File: src/rtl/debounce_scheduler.sv
// Time-multiplexed debouncer: one channel visited per clock in round-robin,
// debounced edges queued as {ch, press} events behind a valid/ready FIFO.
module debounce_scheduler #(
  parameter int NUM_CH     = 4,
  parameter int STABLE_CNT = 16383,
  parameter int CNT_W      = 14,
  parameter int FIFO_DEPTH = 4,
  localparam int CH_W      = (NUM_CH > 1) ? $clog2(NUM_CH) : 1
) (
  input  logic              clk,
  input  logic              reset_,
  input  logic [NUM_CH-1:0] raw,
  output logic [NUM_CH-1:0] debounced,
  output logic              evt_valid,
  output logic [CH_W-1:0]   evt_ch,
  output logic              evt_press,
  input  logic              evt_ready,
  output logic              overflow
);

  localparam int AW = $clog2(FIFO_DEPTH);
  localparam logic [CNT_W-1:0] STABLE_V = CNT_W'(STABLE_CNT);
  localparam logic [CH_W-1:0]  PTR_LAST = CH_W'(NUM_CH - 1);
  localparam logic [AW:0]      FULL_V   = (AW+1)'(FIFO_DEPTH);

  typedef struct packed {
    logic [CH_W-1:0] ch;
    logic            press;
  } evt_t;

  logic [NUM_CH-1:0] sync1_q, sync2_q;
  logic [CH_W-1:0]   ptr_q, ptr_d;
  logic [NUM_CH-1:0] samp_q, samp_d;
  logic [NUM_CH-1:0] deb_q, deb_d;
  logic [CNT_W-1:0]  cnt_q [NUM_CH];
  logic [CNT_W-1:0]  cnt_d [NUM_CH];

  evt_t              mem_q [FIFO_DEPTH];
  evt_t              mem_d [FIFO_DEPTH];
  logic [AW-1:0]     wr_q, wr_d;
  logic [AW-1:0]     rd_q, rd_d;
  logic [AW:0]       count_q, count_d;
  logic              ovf_q, ovf_d;

  logic              push;
  logic              pop;
  logic              full;
  logic              do_push;
  evt_t              push_evt;

  always_comb begin
    ptr_d = (ptr_q == PTR_LAST) ? '0 : ptr_q + 1'b1;
  end

  // Only the channel under the scan pointer moves; the rest hold.
  always_comb begin
    samp_d         = samp_q;
    deb_d          = deb_q;
    cnt_d          = cnt_q;
    push           = 1'b0;
    push_evt.ch    = ptr_q;
    push_evt.press = samp_q[ptr_q];
    if (sync2_q[ptr_q] != samp_q[ptr_q]) begin
      samp_d[ptr_q] = sync2_q[ptr_q];
      cnt_d[ptr_q]  = '0;
    end else if (cnt_q[ptr_q] != STABLE_V) begin
      cnt_d[ptr_q] = cnt_q[ptr_q] + 1'b1;
    end else if (deb_q[ptr_q] != samp_q[ptr_q]) begin
      deb_d[ptr_q] = samp_q[ptr_q];
      push         = 1'b1;
    end
  end

  assign evt_valid = (count_q != '0);
  assign full      = (count_q == FULL_V);
  assign pop       = evt_valid && evt_ready;
  // A full queue still accepts when the head leaves on the same edge.
  assign do_push   = push && (!full || pop);

  always_comb begin
    mem_d   = mem_q;
    wr_d    = wr_q;
    rd_d    = rd_q;
    count_d = count_q;
    ovf_d   = ovf_q | (push & full & ~pop);
    if (do_push) begin
      mem_d[wr_q] = push_evt;
      wr_d        = wr_q + 1'b1;
    end
    if (pop) begin
      rd_d = rd_q + 1'b1;
    end
    unique case ({do_push, pop})
      2'b10:   count_d = count_q + 1'b1;
      2'b01:   count_d = count_q - 1'b1;
      default: count_d = count_q;
    endcase
  end

  always_ff @(posedge clk or negedge reset_) begin
    if (!reset_) begin
      sync1_q <= '0;
      sync2_q <= '0;
      ptr_q   <= '0;
      samp_q  <= '0;
      deb_q   <= '0;
      for (int i = 0; i < NUM_CH; i++) begin
        cnt_q[i] <= '0;
      end
      for (int i = 0; i < FIFO_DEPTH; i++) begin
        mem_q[i] <= '0;
      end
      wr_q    <= '0;
      rd_q    <= '0;
      count_q <= '0;
      ovf_q   <= 1'b0;
    end else begin
      sync1_q <= raw;
      sync2_q <= sync1_q;
      ptr_q   <= ptr_d;
      samp_q  <= samp_d;
      deb_q   <= deb_d;
      cnt_q   <= cnt_d;
      mem_q   <= mem_d;
      wr_q    <= wr_d;
      rd_q    <= rd_d;
      count_q <= count_d;
      ovf_q   <= ovf_d;
    end
  end

  assign debounced = deb_q;
  assign evt_ch    = mem_q[rd_q].ch;
  assign evt_press = mem_q[rd_q].press;
  assign overflow  = ovf_q;

endmodule

File: config.mk
export PLATFORM = sky130hd
export DESIGN_NAME = debounce_scheduler
export DESIGN_NICKNAME = d
export VERILOG_FILES = /design/src/rtl/debounce_scheduler.sv
export SDC_FILE = /design/constraint.sdc
export NUM_CORES = 1
export LEC_CHECK = 0
export CORE_ASPECT_RATIO = 0.8
export CORE_MARGIN = 3
export CORE_UTILIZATION = 35
export DETAILED_ROUTE_END_ITERATION = 10
export MAX_ROUTING_LAYER = met4
export SLEW_MARGIN = 20
export SYNTH_ARGS = -nofsm -noshare
export SYNTH_HDL_FRONTEND = slang
export SYNTH_SLANG_ARGS = --single-unit
export TNS_END_PERCENT = 50
File: constraint.sdc
create_clock -name clk -period 3.69 [get_ports clk]
set_input_delay 1.107 -clock clk [delete_from_list [all_inputs] [get_ports clk]]
set_output_delay 1.107 -clock clk [all_outputs]
set_load 0.02 [all_outputs]
==> results of run 1 <==
-- metrics by stage --
step / power, mW / instances / hold slack (ns)
after floorplan: 1.50 / 365 / 0.331
after global placement: 1.62 / 559 / 0.336
after detailed placement: 1.64 / 559 / 0.337
after CTS: 2.70 / 575 / 0.352
after global routing: 2.81 / 575 / 0.366
final: 2.67 / 575 / 0.349
-- routing by layer --
layer	global-route usage (%)	up-vias
met2	20.4	46
met3	2.91	7
met5	-	-
met1	20.6	1404
li1	-	1325
met4	3.88	0
-- registers in the layout (all words and copies together), names as in the netlist --
signal     flops
count_q        3
rd_q           2
sync2_q        4
wr_q           2
ptr_q          2
sync1_q        4
mem_q         12
debounced      4
samp_q         4
overflow       1
cnt_q         56
-- cell usage in the layout (no fill, tap or decap), types with 7 or more instances in the layout --
cell / synthesis / final
buf_4: 1 / 15
clkbuf_16: 0 / 9
clkdlybuf4s50_1: 0 / 14
dfrtp_1: 94 / 94
ha_1: 10 / 10
inv_1: 58 / 58
mux2_1: 25 / 25
mux2i_1: 42 / 42
mux4_2: 20 / 20
nand3_1: 9 / 9
nor2_1: 9 / 9
o21ai_0: 15 / 15
xnor2_1: 7 / 7
-- power by group --
group / switching [mW] / internal (mW) / total, mW
sequential: 0.0828 / 1.14 / 1.22
clock: 0.392 / 0.665 / 1.06
combinational: 0.212 / 0.187 / 0.399
total: 0.687 / 1.99 / 2.67
-- critical path: cells and delay by family, from the launching register on --
family,cells,cell delay [ns]
fa+ha+maj,3,0.87
buf+inv,1,0.07
flops,1,0.80
mux,2,0.55
simple gates,3,0.81
-- kinds of logic after synthesis --
kind of cell	after synthesis	share of synthesized area [%]
AO/OA/AOI/OAI	35	4.94
XOR/XNOR	13	2.84
adder cells (fa/ha/maj)	11	3.11
buffers and inverters	70	6.20
flip-flops	94	50.4
multiplexers	91	25.7
AND/OR/NAND/NOR	51	6.81
-- how the worst max path moves through the flow --
stage	startpoint	depth (start not counted)	end
after floorplan	ptr_q[0]$_DFF_PN0_	13	count_q[2]$_DFFE_PN0P_
after CTS	ptr_q[1]$_DFF_PN0_	9	count_q[1]$_DFFE_PN0P_
after global routing	ptr_q[1]$_DFF_PN0_	11	count_q[2]$_DFFE_PN0P_
after global placement	evt_ready	10	count_q[2]$_DFFE_PN0P_
final	ptr_q[1]$_DFF_PN0_	9	count_q[1]$_DFFE_PN0P_
after detailed placement	evt_ready	10	count_q[2]$_DFFE_PN0P_
-- cell type report --
type / count / share of cell area [%]
clock buffers: 11 / 4.27
inverters: 58 / 4.00
flip-flops and latches: 94 / 43.2
repair buffers: 31 / 5.38
multi-input cells: 201 / 37.2
clock inverters: 5 / 1.95
well taps: 175 / 4.02
==> results.json, run 1 <==
{
  "status": "finished, final reports clean",
  "cts_tree": "yes",
  "min_to": "sync2_q[0]$_DFF_PN0_",
  "reg2reg_to": "count_q[1]$_DFFE_PN0P_",
  "post-synth-top-area-cell": "dfrtp_1",
  "grt_setup_unrepaired": "false",
  "met3_length_um": 273,
  "synth.distinct_cells": 38,
  "die-height_um": 109,
  "ys_seq_area_share_pct": 50.4,
  "worstRegToRegCells": 9,
  "fin_setup_tns_ns": 0,
  "fin_area_mm2": 0.00544,
  "grt_max_degree": 51,
  "clock-sinks": 94,
  "post_dp_cell_area_mm2": 0.00510,
  "hold_viol": 0,
  "route.detailed.drc": 0,
  "grt_first_pass_wirelength_um": 15900,
  "drt-met1-wl_um": 4830,
  "post_cts_buffers": 0,
  "io_pins": 16,
  "power.leakage_nw": 2.35,
  "antenna_found_initial": 0,
  "crit_fanout": 15,
  "p_per_area_mw_per_mm2": 491,
  "nets": 413,
  "crit_path_top_delay_cell": "dfrtp_1",
  "wl_per_cell_um": 16.3,
  "hp-class": "flip-flop to flip-flop",
  "fin_crit_ns": 3.19,
  "grt_pass1_vias": 2900,
  "hold_buffers": 0,
  "avgSynthCellArea_um2": 12.8,
  "antenna_cells": 0,
  "critPathKind": "flip-flop to flip-flop",
  "synthFlopType": "dfrtp_1",
  "synth-edff-count": 0,
  "syn-cell-area_mm2": 0.00466,
  "synth_top_area_share_pct": 50.4,
  "clkTransAtPathRegs_ns": 0.06,
  "setup.worst_path.start_class": "flip-flop",
  "vias": 2782,
  "seq_area_mm2": 0.00235,
  "htree_num_levels": 3,
  "end_kind": "flip-flop",
  "drt-pass1-iter-count": 4,
  "root_buffer": "clkbuf_16",
  "cpMostUsedCell": "ha_1",
  "syn_inst": 365,
  "port_buffers": 15,
  "fmax_mhz": 313,
  "maxCapViolCount": 0,
  "slowest_delay_ns": 0.80,
  "hold_depth": 0,
  "hold_start": "sync1_q[0]$_DFF_PN0_",
  "syn_nets": 383,
  "die_width_um": 135,
  "r2r-start": "ptr_q[1]$_DFF_PN0_",
  "worst_slew_pin_slew_ns": 0.705,
  "worstPathCellList": "mux4_2, ha_1, nand4_2, nor3_2, nand2_2, ha_1, inv_1, fa_1, mux2i_1",
  "clockBufferDepth": 2,
  "crit_required_ns": 3.95,
  "yosys-top-cells-area": "dfrtp_1 (50%), mux4_2 (9.7%), mux2i_1 (9.0%), mux2_1 (6.0%), inv_1 (4.7%)",
  "dpl_worst_slack_ns": 0.295,
  "die-area_mm2": 0.0148,
  "synth.most_common_cell": "dfrtp_1",
  "slew_headroom_pct": 53.0,
  "syn2layout_area_growth_pct": 16.7,
  "ys_async_sr_fraction_pct": 100,
  "multi_input_comb_area_mm2": 0.00202,
  "n_fill_cell": 1198,
  "gr-total-overflow": 0,
  "routed.top_layer": "met4",
  "yosys-top-cells-count": "dfrtp_1 (94), inv_1 (58), mux2i_1 (42), mux2_1 (25), mux4_2 (20)",
  "ant_nets": 0,
  "peakVddDrop_uv": 263,
  "wl_met2_um": 4160,
  "post_cts_resized": 0,
  "num_rows": 37,
  "fin_ws_ns": 0.500,
  "clk_latency_ns": 0.34,
  "final_layout_size_suffix_gt1_share_pct": 18.0,
  "reg2reg_setup_slack_ns": 0.50,
  "hpwl_um": 6550,
  "utilization_pct": 42.0,
  "slew_viol_final": 0,
  "drtIter0Drc": 148,
  "finClkSkew_ns": 0.00567,
  "timing.final.crit_share_pct": 86.5,
  "setup_violations": 0,
  "yosysWarnings": 0,
  "ys_ff_latch": 94,
  "vias_per_cell": 4.84,
  "routabilityCongestion": 0.805,
  "grt_usage_pct": 14.2,
  "core_mm2": 0.0130,
  "cts_buffers": 9,
  "arrival_ns": 3.45,
  "start_util_pct": 36.0,
  "drt-total-wl_um": 9380
}
No activity file was read; power rests on OpenSTA's default activity.
==> run 2, diff against run 1 <==
Settings changed: REMOVE_ABC_BUFFERS from default to 1, SETUP_SLACK_MARGIN from default to 0.2.
Clock period 3.69 ns to 3.8 ns, I/O delays scaled along.
==> results.json, run 2 (synthesis gave the netlist of run 1 again) <==
{
  "largest_reg_flops": 56,
  "hold_slack_ns": 0.352,
  "critPathKind": "input port to flip-flop",
  "hold_viol": 0,
  "clock-sinks": 94,
  "crit_cells": 10,
  "end_kind": "flip-flop",
  "cts_buffers": 9,
  "num_rows": 37,
  "port_buffers": 15,
  "gr-total-overflow": 0,
  "finalPower_mw": 2.47,
  "setup_violations": 0,
  "nets": 413,
  "timing.final.crit_share_pct": 81.5,
  "cpMostUsedCell": "xor2_1",
  "fin_crit_ns": 3.10,
  "p_per_area_mw_per_mm2": 457,
  "post_cts_buffers": 0,
  "routabilityCongestion": 0.850,
  "grt_usage_pct": 13.5,
  "ant_nets": 0,
  "grt_first_pass_wirelength_um": 15000,
  "clk_latency_ns": 0.34,
  "crit_fanout": 3,
  "worstRegToRegCells": 12,
  "power.leakage_nw": 2.33,
  "grt_setup_unrepaired": "false",
  "hold_buffers": 0,
  "die_width_um": 135,
  "antenna_cells": 0,
  "slew_headroom_pct": 42.2,
  "slowest_delay_ns": 0.50,
  "hold_depth": 0,
  "worstPathCellList": "clkdlybuf4s50_1, nor4b_1, nor3_2, nand2_2, ha_1, inv_1, fa_1, xor2_1, nor2_1, xor2_1",
  "die-area_mm2": 0.0148,
  "slew_viol_final": 0,
  "core_mm2": 0.0130,
  "io_pins": 16,
  "vias_per_cell": 4.82,
  "clkTransAtPathRegs_ns": 0.06,
  "clockBufferDepth": 2,
  "wl_per_cell_um": 15.4,
  "vias": 2772,
  "drtIter0Drc": 191,
  "arrival_ns": 3.36,
  "finClkSkew_ns": 0.00393,
  "cts_tree": "yes",
  "post_cts_resized": 0,
  "path_delay_family": "simple AND/OR/NAND/NOR gates",
  "setup.worst_path.start_class": "input port",
  "htree_num_levels": 3,
  "maxCapViolCount": 0,
  "worst_slew_pin_slew_ns": 0.867,
  "fin_setup_tns_ns": 0,
  "crit_path_top_delay_cell": "nor4b_1",
  "final_common_cell": "dfrtp_1",
  "grt_pass1_vias": 2873,
  "fmax_mhz": 323,
  "syn2layout_area_growth_pct": 15.9,
  "grt_max_degree": 71,
  "antenna_found_initial": 0,
  "status": "finished, final reports clean",
  "route.detailed.drc": 0,
  "root_buffer": "clkbuf_16",
  "drt-total-wl_um": 8860,
  "layout_common_cells": "dfrtp_1 (94), inv_1 (58), mux2i_1 (42)",
  "crit_required_ns": 4.06,
  "final_layout_size_suffix_gt1_share_pct": 18.5,
  "die-height_um": 109,
  "top_regs": "cnt_q (56), mem_q (12)",
  "top_register": "cnt_q",
  "peakVddDrop_uv": 228,
  "drt-pass1-iter-count": 4,
  "start_util_pct": 36.0,
  "hp-class": "flip-flop to flip-flop",
  "hpwl_um": 6240,
  "worst-path-buf-inv": 2
}
## run 2: area by class of cell
class                           count  area (µm²)
Fill cell                        1212        7550
Sequential cell                    94        2350
Multi-Input combinational cell    201        2030
Timing Repair Buffer               31         280
Clock buffer                       10         239
Tap cell                          175         219
Inverter                           58         218
Clock inverter                      6        68.8
## run 2: final timing paths
path	startpoint	slack, ns	endpoint
setup / recovery	evt_ready	0.70	count_q[2]$_DFFE_PN0P_
hold / removal	sync1_q[2]$_DFF_PN0_	0.35	sync2_q[2]$_DFF_PN0_
setup reg to reg	ptr_q[0]$_DFF_PN0_	0.73	count_q[2]$_DFFE_PN0P_
hold reg to reg	sync1_q[2]$_DFF_PN0_	0.35	sync2_q[2]$_DFF_PN0_
max in group asynchronous	reset_	2.15	cnt_q[34]$_DFFE_PN0P_
min in group asynchronous	reset_	0.91	mem_q[6]$_DFFE_PN0P_
## run 2: metal layers
layer  vias to the layer above  GRT usage (%)  part of all wire (%)
met2                        26           19.1                    44
met1                      1409           19.1                    51
met4                         0           4.32                   1.8
met5                         -              -                     0
met3                        15           3.18                   2.5
li1                       1322              -                     -
## run 2: stage by stage
stage	setup slack (ns)	utilization [%]	area (µm²)	std cells
after floorplan	0.246	-	4590	353
after global placement	0.500	39.3	5090	559
after detailed placement	0.351	39.3	5090	559
after CTS	0.662	41.7	5400	575
after global routing	0.525	41.7	5410	575
final	0.703	41.7	5410	575
## run 2: power by group
part | internal (mW) | switching [mW] | leakage [nW]
combinational | 0.180 | 0.202 | 0.928
clock | 0.532 | 0.381 | 0.149
sequential | 1.10 | 0.0737 | 1.26
total | 1.81 | 0.657 | 2.33
==> edit 1: new RTL, settings of run 2 <==
Make the reset (`reset_`) synchronous in one clocked block.
--- a/src/rtl/debounce_scheduler.sv
+++ b/src/rtl/debounce_scheduler.sv
@@ -97,7 +97,7 @@
     endcase
   end
 
-  always_ff @(posedge clk or negedge reset_) begin
+  always_ff @(posedge clk) begin
     if (!reset_) begin
       sync1_q <= '0;
       sync2_q <= '0;
Function: same outputs for any inputs over 10 cycles, from zero or initial values and one cycle with reset_ low; that may be too few to reach the edited logic, so the function may still have changed.
==> edit 1 against run 2 <==
Via count is 24% higher; sequential cell count is the same; non-clock buffer count fell by 7; setup slack got worse by 0.016 ns; routed wire length increased by 18%; register-to-register slack worse by 0.03 ns; global-route usage increased by 2.4 points; final area down 5.9%; critical path depth down 8; sequential share of layout area down 6.5 points; die area decreased by 3.0%; synthesized area shrank 3.2%; power down 7.1%; critical endpoint is now evt_ch[0].
==> edit 1: results (changes against run 2) <==
Status
  – Status: finished, final reports clean

Critical path
  – Reg2reg start: ptr_q[0]
  – Worst Setup SP: rd_q[0]
  – Arr. time, crit path: 1.97 ns (-1.39 ns)
  – Worst-path fanout max: 5 (+2)
  – R2R cell count: 9 (-3)
  – Reg2reg setup slack: 0.70 ns (-0.03 ns)

Logic synthesis
  – Sequential-to-total area share from yosys stat: 41.7% (-8.8 points)
  – Post-synth top cells: dfxtp_1, nand2_1, nor2_1
  – Synth Flop Type: dfxtp_1
  – Area contributors post-synth: dfxtp_1, mux4_2, nand2_1, mux2i_1, a21oi_1

Final layout
  – Final nets: 500 (+21%)
  – Filler cell count: 1204 (-0.66%)

Place
  – DP Cell Count: 643 (+15%)
  – Dpl hpwl: 7.15 mm (+15%)
  – Place WS: 0.724 ns (+0.373 ns)

Drt
  – WL per Instance: 15.8 um (+2.8%)
  – Length of routed met2 wiring: 4.65 mm (+18%)
  – DR pass1 iterations: 5 (+1)
  – Vias post-DR: 3436 (+24%)
  – Met3 wire len: 415 um (+88%)
  – Met1 wire length: 5.22 mm (+15%)

GRT
  – Routing usage on met3: 3.69% (+0.51 points)
  – Gr usage total: 15.8% (+2.4 points)
  – Largest net degree at the start of global routing: 53 (-25%)
  – First-pass GRT wire length: 17.5 mm (+16%)
  – Met1 Resource Use GR: 21.6% (+2.5 points)

Power and ir drop
  – Maximum VDD drop: 0.000212 V (-7.0%)

STA
  – Minimum clock period: 3.11 ns (+0.0162 ns)
  – Slew margin rel.: 48.7% (+6.5 points)
edit 1: cell types whose count changed after synthesis, moves of 28 or more:
| cell | delta |
|---|---|
| dfrtp_1 | -94 |
| a21oi_1 | +28 |
| dfxtp_1 | +94 |
| inv_1 | -43 |
| nor2_1 | +32 |
| nand2_1 | +71 |
edit 1: layout make-up:
cell class | instances | area share, %
Timing Repair Buffer | 24 | 4.18
Tap cell | 171 | 4.21
Sequential cell | 94 | 37.0
Clock buffer | 10 | 4.70
Clock inverter | 5 | 2.09
Inverter | 15 | 1.11
Multi-Input combinational cell | 339 | 46.7
edit 1: worst min path at each step:
stage | start | end | slack, ns | cells past startpoint
finish | sync1_q[0] | sync2_q[0] | 0.44 | 1
global route | sync1_q[0] | sync2_q[0] | 0.46 | 1
CTS | sync1_q[0] | sync2_q[0] | 0.45 | 1
detailed placement | sync1_q[2] | sync2_q[2] | 0.42 | 1
global placement | sync1_q[1] | sync2_q[1] | 0.42 | 1
floorplan | sync1_q[0] | sync2_q[0] | 0.41 | 1
edit 1: cells by family (layout without fill, tap and decap cells):
group | count (synthesis) | after routing | share of synthesized area, %
adder cells (fa/ha/maj) | 10 | 10 | 2.94
multiplexers | 44 | 44 | 15.7
AO/OA/AOI/OAI | 79 | 79 | 10.6
flip-flops | 94 | 94 | 41.7
AND/OR/NAND/NOR | 191 | 191 | 20.1
XOR/XNOR | 15 | 15 | 3.32
buffers and inverters | 44 | 54 | 5.71
edit 1: power by group:
| group | internal, mW | switching, mW | total, mW |
|---|---|---|---|
| Sequential | 1.00 | 0.00866 | 1.01 |
| Combinational | 0.0805 | 0.170 | 0.251 |
| Clock | 0.659 | 0.374 | 1.03 |
edit 1: worst max-delay path, stage by stage (launching register included):
cell,delay (ns)
dfxtp_1,0.53
mux4_2,0.56
clkdlybuf4s50_1,0.55
==> edit 2: new RTL, flow settings as in run 2 <==
Made on the original files. `FIFO_DEPTH`: 4 -> 2.
--- a/src/rtl/debounce_scheduler.sv
+++ b/src/rtl/debounce_scheduler.sv
@@ -4,7 +4,7 @@
   parameter int NUM_CH     = 4,
   parameter int STABLE_CNT = 16383,
   parameter int CNT_W      = 14,
-  parameter int FIFO_DEPTH = 4,
+  parameter int FIFO_DEPTH = 2,
   localparam int CH_W      = (NUM_CH > 1) ? $clog2(NUM_CH) : 1
 ) (
   input  logic              clk,
Function: no difference found for any inputs over 10 cycles, from zero or initial values and one cycle with reset_ low; that may be too few to reach the edited logic, so the function may still have changed.
==> edit 2 against run 2 <==
Sequential power is 11% lower; clock power is 14% lower; synthesized area is 7.0% lower; global-route usage is 0.42 points lower; final area is 9.1% lower; maximum frequency is 1.0% lower; synthesized cell count is 8.8% lower; final cell count is 11% lower; utilization is 0.15 points lower; routed wire length is 9.8% lower; power is 12% lower; setup slack worse by 0.032 ns; sequential cell count is 9 lower.
==> edit 2: results (changes against run 2) <==
Status
  – Status: finished, final reports clean

Drt
  – Met3 wire len: 341 um (+54%)
  – WL per Instance: 15.7 um (+1.7%)
  – Vias/cell: 4.89 (+1.5%)
  – Length of routed met2 wiring: 3.48 mm (-11%)
  – Met1 wire length: 4.07 mm (-11%)
  – DR iter-0 viols: 98 (-49%)
  – DR pass1 iterations: 5 (+1)
  – Max Used Layer: met4

Critical path
  – Worst Setup SP: ptr_q[1]
  – Arr. time, crit path: 3.38 ns (+0.02 ns)
  – R2R cell count: 9 (-3)
  – Critical Path Slowest Stage Cell: dfrtp_1
  – Delay-heaviest family, CP: simple AND/OR/NAND/NOR gates
  – Worst-path fanout max: 12 (+9)
  – Max stage delay on crit path: 0.65 ns (+0.15 ns)

GRT
  – Gr usage total: 13.0% (-0.42 points)
  – Antenna violations before repair: 0 (unchanged)
  – Largest net degree at the start of global routing: 86 (+21%)
  – First-pass GRT wire length: 13.7 mm (-8.9%)
  – Vias in the first global route: 2599 (-9.5%)

Logic synthesis
  – Sequential-to-total area share from yosys stat: 49.0% (-1.4 points)
  – Synth cell types: 42 (+11%)
  – Area contributors post-synth: dfrtp_1, mux2i_1, mux4_2, inv_1, mux2_2
  – Post-synth top cells: dfrtp_1, inv_1, mux2i_1
  – Async S/R FF share, synth: 100% (unchanged)
  – Synth Flop Type: dfrtp_1
  – Synth warnings: 0 (unchanged)

CTS
  – Clk_lat worst skew: 0.33 ns
  – Max clock buf depth: 2 (unchanged)
  – TritonCTS buffer count: 9 (unchanged)
  – H-tree levels: 3 (unchanged)
  – Clk pin slew, worst setup/hold paths: 0.06 ns (about the same)
  – Cts repair resizes: 0 (unchanged)

STA
  – Slew margin rel.: 50.4% (+8.2 points)
  – Worst clock skew: 0.00603 ns (+0.00210 ns)

Final layout
  – Final nets: 370 (-10%)
  – Filler cell count: 1098 (-9.4%)
  – Share of cells above drive strength 1: 20.4% (+1.9 points)
  – Largest registers: cnt_q x56, mem_q x6

Place
  – Dpl hpwl: 5.59 mm (-10%)
  – RD Place Congestion: 0.733 (-14%)

Worst hold path
  – Hold_sp: sync1_q[0]
  – Hold Path Class: reg -> reg
  – Hold depth: 0 (unchanged)

Power and ir drop
  – Leakage dissipation: 2.17 nW (-7.0%)
  – Maximum VDD drop: 0.000305 V (+34%)
-- edit 2: cell types whose count changed in the layout (fill, tap and decap cells not counted), moves of 8 or more --
| cell | run 2 | this run |
|---|---|---|
| dfrtp_1 | 94 | 85 |
| mux4_2 | 20 | 12 |
| mux2_2 | 4 | 14 |
| mux2_1 | 25 | 5 |
-- edit 2: power breakdown --
part,internal (mW),switching [mW]
Clock,0.441,0.346
Sequential,0.995,0.0596
Combinational,0.162,0.180
-- edit 2: stage by stage --
| stage | setup WS, ns | hold WS [ns] | cell area, sq um | util (%) | cells |
|---|---|---|---|---|---|
| 3_5_place_dp | 0.666 | 0.335 | 4640 | 39.3 | 494 |
| 4_1_cts | 0.642 | 0.349 | 4910 | 41.5 | 510 |
| 2_1_floorplan | 0.0535 | 0.331 | 4240 | - | 321 |
| 3_3_place_gp | 0.754 | 0.336 | 4640 | 39.3 | 494 |
| 6_report | 0.671 | 0.348 | 4910 | 41.6 | 510 |
| 5_1_grt | 0.483 | 0.353 | 4910 | 41.6 | 510 |
-- edit 2: final timing paths --
| path | endpoint | slack (ns) |
|---|---|---|
| setup / recovery | count_q[1] | 0.67 |
| hold / removal | sync2_q[0] | 0.35 |
| setup reg to reg | count_q[1] | 0.67 |
| hold reg to reg | sync2_q[0] | 0.35 |
| max in group asynchronous | cnt_q[33] | 2.44 |
| min in group asynchronous | sync1_q[2] | 0.86 |
-- edit 2: per-layer routing --
metal / vias up / GRT usage [%]
li1: 1203 / -
met1: 1243 / 19.3
met2: 38 / 17.8
met3: 11 / 3.65
met4: 0 / 3.01
met5: - / -
-- edit 2: final cells by class --
| type | instances | area share (%) |
|---|---|---|
| tap | 148 | 3.77 |
| multi-input combinational | 184 | 38.9 |
| timing repair buffer | 25 | 4.61 |
| clock inverter | 6 | 0.789 |
| inverter | 52 | 3.97 |
| sequential | 85 | 43.3 |
| clock buffer | 10 | 4.66 |
-- edit 2: cells by family after synthesis --
kind of cell / count (synthesis) / share of synthesized area, %
muxes: 89 / 27.1
DFF: 85 / 49.0
buffers and inverters: 64 / 6.89
and+or+nand+nor: 49 / 8.10
AOI/OAI and AO/OA: 30 / 4.96
xor gates and xnor gates: 10 / 2.19
adders and majority gates: 6 / 1.73
